==> src/rtl/uart_rx.sv <==
// 8N1 UART receiver: two-flop input synchroniser, mid-bit sampling FSM, byte presented on a
// valid/ready interface with one-cycle framing-error and overrun pulses.
module uart_rx #(
  parameter int unsigned FCLK = 50_000_000,
  parameter int unsigned BAUD = 100_000
) (
  input  logic       clk,
  input  logic       rst_n,
  input  logic       rx,
  output logic [7:0] rx_data,
  output logic       rx_valid,
  input  logic       rx_ready,
  output logic       rx_idle,
  output logic       frame_err,
  output logic       overrun
);

  localparam int unsigned WcBitI  = FCLK / BAUD - 1;
  localparam int unsigned WcHalfI = FCLK / (2 * BAUD) - 1;
  localparam int unsigned WcW     = $clog2(WcBitI + 1);

  localparam logic [WcW-1:0] WcBit  = WcW'(WcBitI);
  localparam logic [WcW-1:0] WcHalf = WcW'(WcHalfI);

  if (FCLK / BAUD < 16) begin : gen_ratio_check
    $error("uart_rx: FCLK/BAUD must be at least 16");
  end

  typedef enum logic [2:0] {
    StIdle,
    StStart,
    StData,
    StStop,
    StWaitHi
  } state_e;

  state_e           state_q, state_d;
  logic             sync1_q, sync2_q;
  logic             rx_s;
  logic [WcW-1:0]   wc_q, wc_d;
  logic             wc_zero;
  logic [2:0]       bc_q, bc_d;
  logic [7:0]       shreg_q, shreg_d;
  logic [7:0]       rx_data_q, rx_data_d;
  logic             rx_valid_q, rx_valid_d;
  logic             frame_err_q, frame_err_d;
  logic             overrun_q, overrun_d;
  logic             rx_idle_q, rx_idle_d;
  logic             byte_done;

  assign rx_s    = sync2_q;
  assign wc_zero = (wc_q == '0);

  always_ff @(posedge clk) begin
    if (!rst_n) begin
      sync1_q     <= 1'b1;
      sync2_q     <= 1'b1;
      state_q     <= StIdle;
      wc_q        <= '0;
      bc_q        <= '0;
      shreg_q     <= '0;
      rx_data_q   <= '0;
      rx_valid_q  <= 1'b0;
      frame_err_q <= 1'b0;
      overrun_q   <= 1'b0;
      rx_idle_q   <= 1'b1;
    end else begin
      sync1_q     <= rx;
      sync2_q     <= sync1_q;
      state_q     <= state_d;
      wc_q        <= wc_d;
      bc_q        <= bc_d;
      shreg_q     <= shreg_d;
      rx_data_q   <= rx_data_d;
      rx_valid_q  <= rx_valid_d;
      frame_err_q <= frame_err_d;
      overrun_q   <= overrun_d;
      rx_idle_q   <= rx_idle_d;
    end
  end

  always_comb begin
    state_d     = state_q;
    wc_d        = wc_q - 1'b1;
    bc_d        = bc_q;
    shreg_d     = shreg_q;
    byte_done   = 1'b0;
    frame_err_d = 1'b0;
    unique case (state_q)
      StIdle: begin
        bc_d = '0;
        if (!rx_s) begin
          state_d = StStart;
          wc_d    = WcHalf;
        end
      end
      StStart: begin
        if (wc_zero) begin
          if (!rx_s) begin
            state_d = StData;
            wc_d    = WcBit;
          end else begin
            state_d = StIdle;
          end
        end
      end
      StData: begin
        if (wc_zero) begin
          // Line order is LSB first, so each new bit enters at the MSB.
          shreg_d = {rx_s, shreg_q[7:1]};
          bc_d    = bc_q + 3'd1;
          wc_d    = WcBit;
          if (bc_q == 3'd7) begin
            state_d = StStop;
          end
        end
      end
      StStop: begin
        if (wc_zero) begin
          if (rx_s) begin
            byte_done = 1'b1;
            state_d   = StIdle;
          end else begin
            frame_err_d = 1'b1;
            state_d     = StWaitHi;
          end
        end
      end
      StWaitHi: begin
        if (rx_s) begin
          state_d = StIdle;
        end
      end
      default: state_d = StIdle;
    endcase
  end

  always_comb begin
    rx_data_d  = rx_data_q;
    rx_valid_d = rx_valid_q;
    overrun_d  = 1'b0;
    rx_idle_d  = (state_d == StIdle);
    if (byte_done) begin
      // A byte arriving while the previous one is still held is dropped.
      if (!rx_valid_q || rx_ready) begin
        rx_data_d  = shreg_q;
        rx_valid_d = 1'b1;
      end else begin
        overrun_d = 1'b1;
      end
    end else if (rx_valid_q && rx_ready) begin
      rx_valid_d = 1'b0;
    end
  end

  assign rx_data   = rx_data_q;
  assign rx_valid  = rx_valid_q;
  assign frame_err = frame_err_q;
  assign overrun   = overrun_q;
  assign rx_idle   = rx_idle_q;

endmodule
==> config.mk <==
export PLATFORM = sky130hd
export DESIGN_NAME = uart_rx
export DESIGN_NICKNAME = d
export VERILOG_FILES = /design/src/rtl/uart_rx.sv
export SDC_FILE = /design/constraint.sdc
export NUM_CORES = 1
export LEC_CHECK = 0
export BUFFER_PORTS_ARGS = -buffer_cell sky130_fd_sc_hd__clkbuf_2
export CAP_MARGIN = 25
export CELL_PAD_IN_SITES_DETAIL_PLACEMENT = 0
export CELL_PAD_IN_SITES_GLOBAL_PLACEMENT = 1
export CORE_AREA = 2 2 71 73
export DETAILED_ROUTE_END_ITERATION = 6
export DIE_AREA = 0 0 73 75
export GPL_TIMING_DRIVEN = 0
export HOLD_SLACK_MARGIN = 0.06
export MAX_ROUTING_LAYER = met4
export PLACE_DENSITY = 0.65
export RECOVER_POWER = 50
export SETUP_SLACK_MARGIN = 0.02
export SLEW_MARGIN = 0
export SYNTH_ARGS = -nofsm -noshare
export SYNTH_HDL_FRONTEND = slang
export SYNTH_SLANG_ARGS = --single-unit
==> constraint.sdc <==
create_clock -name clk -period 2.9 [get_ports clk]
set_clock_uncertainty 0.2 [all_clocks]
set_input_delay 0.29 -clock clk [delete_from_list [all_inputs] [get_ports clk]]
set_output_delay 0.29 -clock clk [all_outputs]
set_load 0.03 [all_outputs]
==> qor.yml, run 1 <==
sta:
  tightestPinTransition_ps: 763
  fin_setup_tns_ps: 0
  grt_setup_unrepaired: "false"
  setup_viol: 0
  timing.final.ws_setup_ps: 606
  clock.fmax_ghz: 0.436
  drv_slew: 0
  hold_violations: 0
  post-route-period-util_pct: 79.1
  period_minus_slack_ps: 2290
  slew_headroom_pct: 48.7
synthesis:
  yosys_most_used_dff: "dfxtp_1"
  ys_types: 40
  seq_area_frac_synth_pct: 46.4
  syn_inst: 179
  ys_top_cells_by_count: "dfxtp_1 (37), nand2_1 (15), a21oi_1 (14)"
  synth_edf_count: 0
  synth.avg_cell_area_um2: 8.92
  yosys-top-cells-area: "dfxtp_1 (46%), a21oi_1 (4.4%), nand4_1 (4.3%)"
  synthArstFlopShare_pct: 0
  synth_most_common_cell: "dfxtp_1"
  syn-num-nets: 187
  netlist_area_mm2: 0.00160
  netlist.area_leader.share_pct: 46.4
  yosys_warnings: 0
  ys_ff_latch: 37
  yosysTopAreaCell: "dfxtp_1"
cts:
  cts_sinks: 37
  clk_latency_ps: 290
  htreeDepth: 2
  cts_buffers: 5
  cts_resized: 0
  cts-root-buf: "clkbuf_8"
  clk_pin_slew_ps: 80
  cts_tree: "yes"
  cts_buffer_depth: 2
worst_setup_path:
  cpPeakStageDelay_ps: 620
  crit_type: "reg -> reg"
  cp_cell_sequence: "inv_1 -> ha_1 -> nor4b_1 -> nand4b_1 -> clkbuf_1 -> nand4_1 -> o31ai_1"
  endpoint_kind: "flop"
  crit_family: "simple AND/OR/NAND/NOR gates"
  cp-start-kind: "flop"
  arrival_ps: 2250
  required_ps: 2860
  critPathBufInv: 2
  cpMaxStageDelayCell: "nor4b_1"
  critPathMaxFanout: 10
placed_design:
  post-dp-hpwl_um: 2600
  pre_cts_ws_ps: 633
  gp_congestion: 0.827
  port_buffers: 15
grt:
  grt_max_degree: 13
  overflow: 0
  antenna_found_initial: 0
  grt_pass1_wl_um: 5870
  grt_pass1_vias: 1284
  grt_usage_pct: 14.5
drt:
  route.detailed.drc: 0
  drt_wl_total_um: 3580
  avgViaCountPerCell: 5.40
  ant_nets: 0
  avgRoutedWirePerCell_um: 13.9
  firstDrtPassIters: 4
  vias: 1389
  drt_iter0_markers: 74
outcome:
  status: "complete, no violations"
die:
  die_w_um: 73
  dieArea_mm2: 0.00548
  core_area_mm2: 0.00466
  num_rows: 25
  ios: 16
  die_h_um: 75
  start_util_pct: 34.3
finish:
  syn2layout_area_growth_pct: 13.9
  diodes: 0
  drive_gt1_share_pct: 8.87
  fill_cells: 468
  fin_nets: 210
hold_path:
  min_path_type: "reg -> reg"
power:
  peakVddDrop_mv: 0.251
  leakage_nw: 0.646
  powerDensity_mw_per_mm2: 636
job:
  drv_cap: 0
final timing paths:
| path | start | end | slack (ps) | cells past startpoint |
|---|---|---|---|---|
| min reg2reg | sync1_q | rx_s | 220 | 1 |
| max | wc_q[0] | bc_q[0] | 610 | 7 |
| min | sync1_q | rx_s | 220 | 1 |
| max reg2reg | wc_q[0] | bc_q[0] | 610 | 7 |
report_power, final:
part / internal, mW / switching, mW / total (mW)
sequential: 0.541 / 0.0388 / 0.580
combinational: 0.0944 / 0.129 / 0.224
clock: 0.166 / 0.188 / 0.354
total: 0.801 / 0.356 / 1.16
worst register-to-register path, delay by kind of cell (launching register included):
kind	cells	cell delay [ps]
AND/OR/NAND/NOR	3	1030
adder cells (fa/ha/maj)	1	170
AO/OA/AOI/OAI	1	80
flip-flops	1	320
buffers and inverters	2	360
cells by family after synthesis:
group / after synthesis / share of synthesized area (%)
buffers and inverters: 16 / 4.39
adders and majority gates: 4 / 3.13
xor gates and xnor gates: 7 / 3.84
and+or+nand+nor: 71 / 26.5
AOI/OAI and AO/OA: 43 / 15.1
DFF: 37 / 46.4
muxes: 1 / 0.627
per-layer routing:
layer	vias up	part of all wire [%]	GRT usage (%)	wire, um
met2	45	45	21.8	1620
met1	644	48	18.5	1710
li1	692	-	-	-
met4	0	2.1	7.41	76
met3	8	5.1	2.81	183
met5	-	0	-	0
registers in the layout (all words and copies together) (netlist names):
name       count
rx_data        8
overrun        1
rx_s           1
state_q        3
shreg_q        8
rx_valid       1
sync1_q        1
bc_q           3
wc_q           9
frame_err      1
rx_idle        1
repair_timing:
item,CTS,global route
hold endpoints to repair,1,0
buffers inserted,0,0
hold buffers,1,0
metrics by stage:
step	utilization, %	total power [mW]	cells	hold WS [ps]	area (um2)
global placement	37.3	0.806	248	194	1740
CTS	39.4	1.17	257	218	1840
finish	39.0	1.16	257	216	1820
detailed placement	37.3	0.814	248	200	1740
floorplan	-	0.764	179	186	1600
global route	39.0	1.21	257	228	1820
area by class of cell:
class	count	area [um2]	share of cell area, %
well taps	54	67.6	3.71
plain buffers	13	58.8	3.23
repair buffers	16	68.8	3.78
clock inverters	3	17.5	0.963
multi-input cells	126	786	43.2
flip-flops and latches	37	741	40.7
inverters	3	11.3	0.619
clock buffers	5	68.8	3.78
placed cells by master, fill, tap and decap left out, drive strengths merged, types with 2 or more instances in the layout:
cell type   n
or3         2
dfxtp      37
xor2        3
a21oi      14
nand2      16
inv         3
nor3        5
xnor2       4
ha          4
nand2b      5
o21ai      18
clkbuf     29
nor4        3
nand4      11
buf         4
nor2        7
and3        3
nor4b       3
o22ai       4
clkinv      2
nand3      11
Power figures use the tool's default switching activity.
==> run 2: changes to the inputs <==
PLACE_DENSITY = 0.67   (was 0.65)
clock period = 1.9 ns   (was 2.9 ns; I/O delays follow)
==> qor.yml, run 2 (synthesis results as in run 1) <==
grt:
  grt_max_degree: 12
  grt_usage_pct: 16.5
  antenna_found_initial: 0
  grt_pass1_wl_um: 6640
  overflow: 0
  grt_pass1_vias: 1369
sta:
  drv_slew: 0
  timing.final.ws_setup_ps: -156
  setup_viol: 27
  period_minus_slack_ps: 2060
  hold_violations: 0
  clock.fmax_ghz: 0.486
  grt_setup_unrepaired: "true"
  slew_headroom_pct: 57.9
  post-route-period-util_pct: 108
  tightestPinTransition_ps: 632
  fin_setup_tns_ps: -2490
power:
  powerDensity_mw_per_mm2: 954
  p_int_mw: 1.40
  leakage_nw: 0.824
  pwr-share-comb_pct: 29.8
  swShare_pct: 31.7
  p_sw_mw: 0.649
  peakVddDrop_mv: 0.332
  p_seq_share_pct: 44.2
  clockPowerShare_pct: 26.0
finish:
  final_common_cell: "dfxtp_1"
  final_util_pct: 46.1
  drive_gt1_share_pct: 33.2
  largest_register_ffs: 9
  layoutNonFillerInstCount: 271
  layout_common_cells: "dfxtp_1 (31), clkbuf_1 (16), nand2_1 (13), nand4_1 (11), buf_4 (10)"
  diodes: 0
  syn2layout_area_growth_pct: 34.5
  fill_cells: 464
  top_register: "wc_q"
  fin_nets: 224
worst_setup_path:
  cp-start-kind: "flop"
  endpoint_kind: "flop"
  critPathMaxFanout: 5
  worstRegToRegCells: 8
  worst-r2r-setup-slack_ps: -160
  worstReg2RegStart: "wc_q[0]"
  required_ps: 1880
  r2r-end: "wc_q[2]"
  crit_type: "reg -> reg"
  arrival_ps: 2040
hold_path:
  hp-start: "rst_n"
  min_to: "sync1_q"
  holdPathStages: 3
  min_path_type: "in -> reg"
drt:
  avgRoutedWirePerCell_um: 15.1
  ant_nets: 0
  vias: 1461
  drt_iter0_markers: 134
  firstDrtPassIters: 4
  route.detailed.drc: 0
  drt_wl_total_um: 4100
  avgViaCountPerCell: 5.39
die:
  num_rows: 25
  dieArea_mm2: 0.00548
  core_area_mm2: 0.00466
  die_h_um: 75
  ios: 16
  die_w_um: 73
  start_util_pct: 34.3
outcome:
  status: "finished with violations"
  violations: "setup timing"
job:
  drv_cap: 0
placed_design:
  port_buffers: 15
  pre_cts_ws_ps: -242
  post-dp-hpwl_um: 2600
  dp.cells: 248
  gp_congestion: 0.775
cts:
  htreeDepth: 2
  cts-root-buf: "clkbuf_8"
  clk_pin_slew_ps: 70
  cts_tree: "yes"
  cts_sinks: 37
  clk_latency_ps: 290
  cts_buffer_depth: 2
  cts_buffers: 5
-- run 2: power groups by stage --
stage	Sequential [mW]	Clock [mW]	Combinational (mW)
finish	0.906	0.532	0.610
global placement	0.903	0	0.372
global route	0.915	0.580	0.656
floorplan	0.896	0	0.304
detailed placement	0.907	0	0.379
CTS	0.899	0.544	0.514
-- run 2: repair_timing --
item	CTS	global route
gates cloned	1	1
hold buffers	1	0
setup endpoints to repair	32	30
pin swaps	5	10
hold endpoints to repair	1	0
buffers inserted	6	6
resized for setup	19	37
-- run 2: area by class of cell --
class	instances	area (um2)	area share (%)
Buffer	13	80.1	3.73
Clock buffer	6	72.6	3.38
Clock inverter	2	10.0	0.466
Inverter	3	11.3	0.524
Multi-Input combinational cell	126	963	44.9
Sequential cell	37	753	35.1
Tap cell	54	67.6	3.15
Timing Repair Buffer	30	189	8.80
-- run 2: worst max-delay path by stage --
stage / from / endpoint
2_1_floorplan: wc_q[1] / rx_data[7]
3_3_place_gp: wc_q[3] / bc_q[0]
3_5_place_dp: wc_q[0] / bc_q[0]
4_1_cts: wc_q[6] / rx_data[2]
5_1_grt: wc_q[6] / rx_data[2]
6_report: wc_q[0] / wc_q[2]
-- run 2: routing by layer --
layer	part of all wire [%]	vias to the layer above	track usage, %	wire length (um)
li1	-	724	-	-
met1	47	697	21.4	1920
met2	48	34	24.7	1960
met3	4.0	6	4.42	163
met4	1.3	0	5.97	55
met5	0	-	-	0
-- run 2: critical path, cell delays in order (launching register included) --
cell,delay (ps)
dfxtp_2,330
inv_2,70
ha_4,120
or4b_4,500
buf_4,160
buf_6,110
o21ai_4,140
a2bb2oi_4,90
o211a_1,230
-- run 2: metrics by stage --
| stage | total power [mW] | hold WS [ps] | instance area (um2) |
|---|---|---|---|
| floorplan | 1.20 | 91.5 | 1630 |
| finish | 2.05 | 179 | 2150 |
| CTS | 1.96 | 191 | 1980 |
| global placement | 1.27 | 172 | 1770 |
| global route | 2.15 | 226 | 2150 |
| detailed placement | 1.29 | 176 | 1770 |
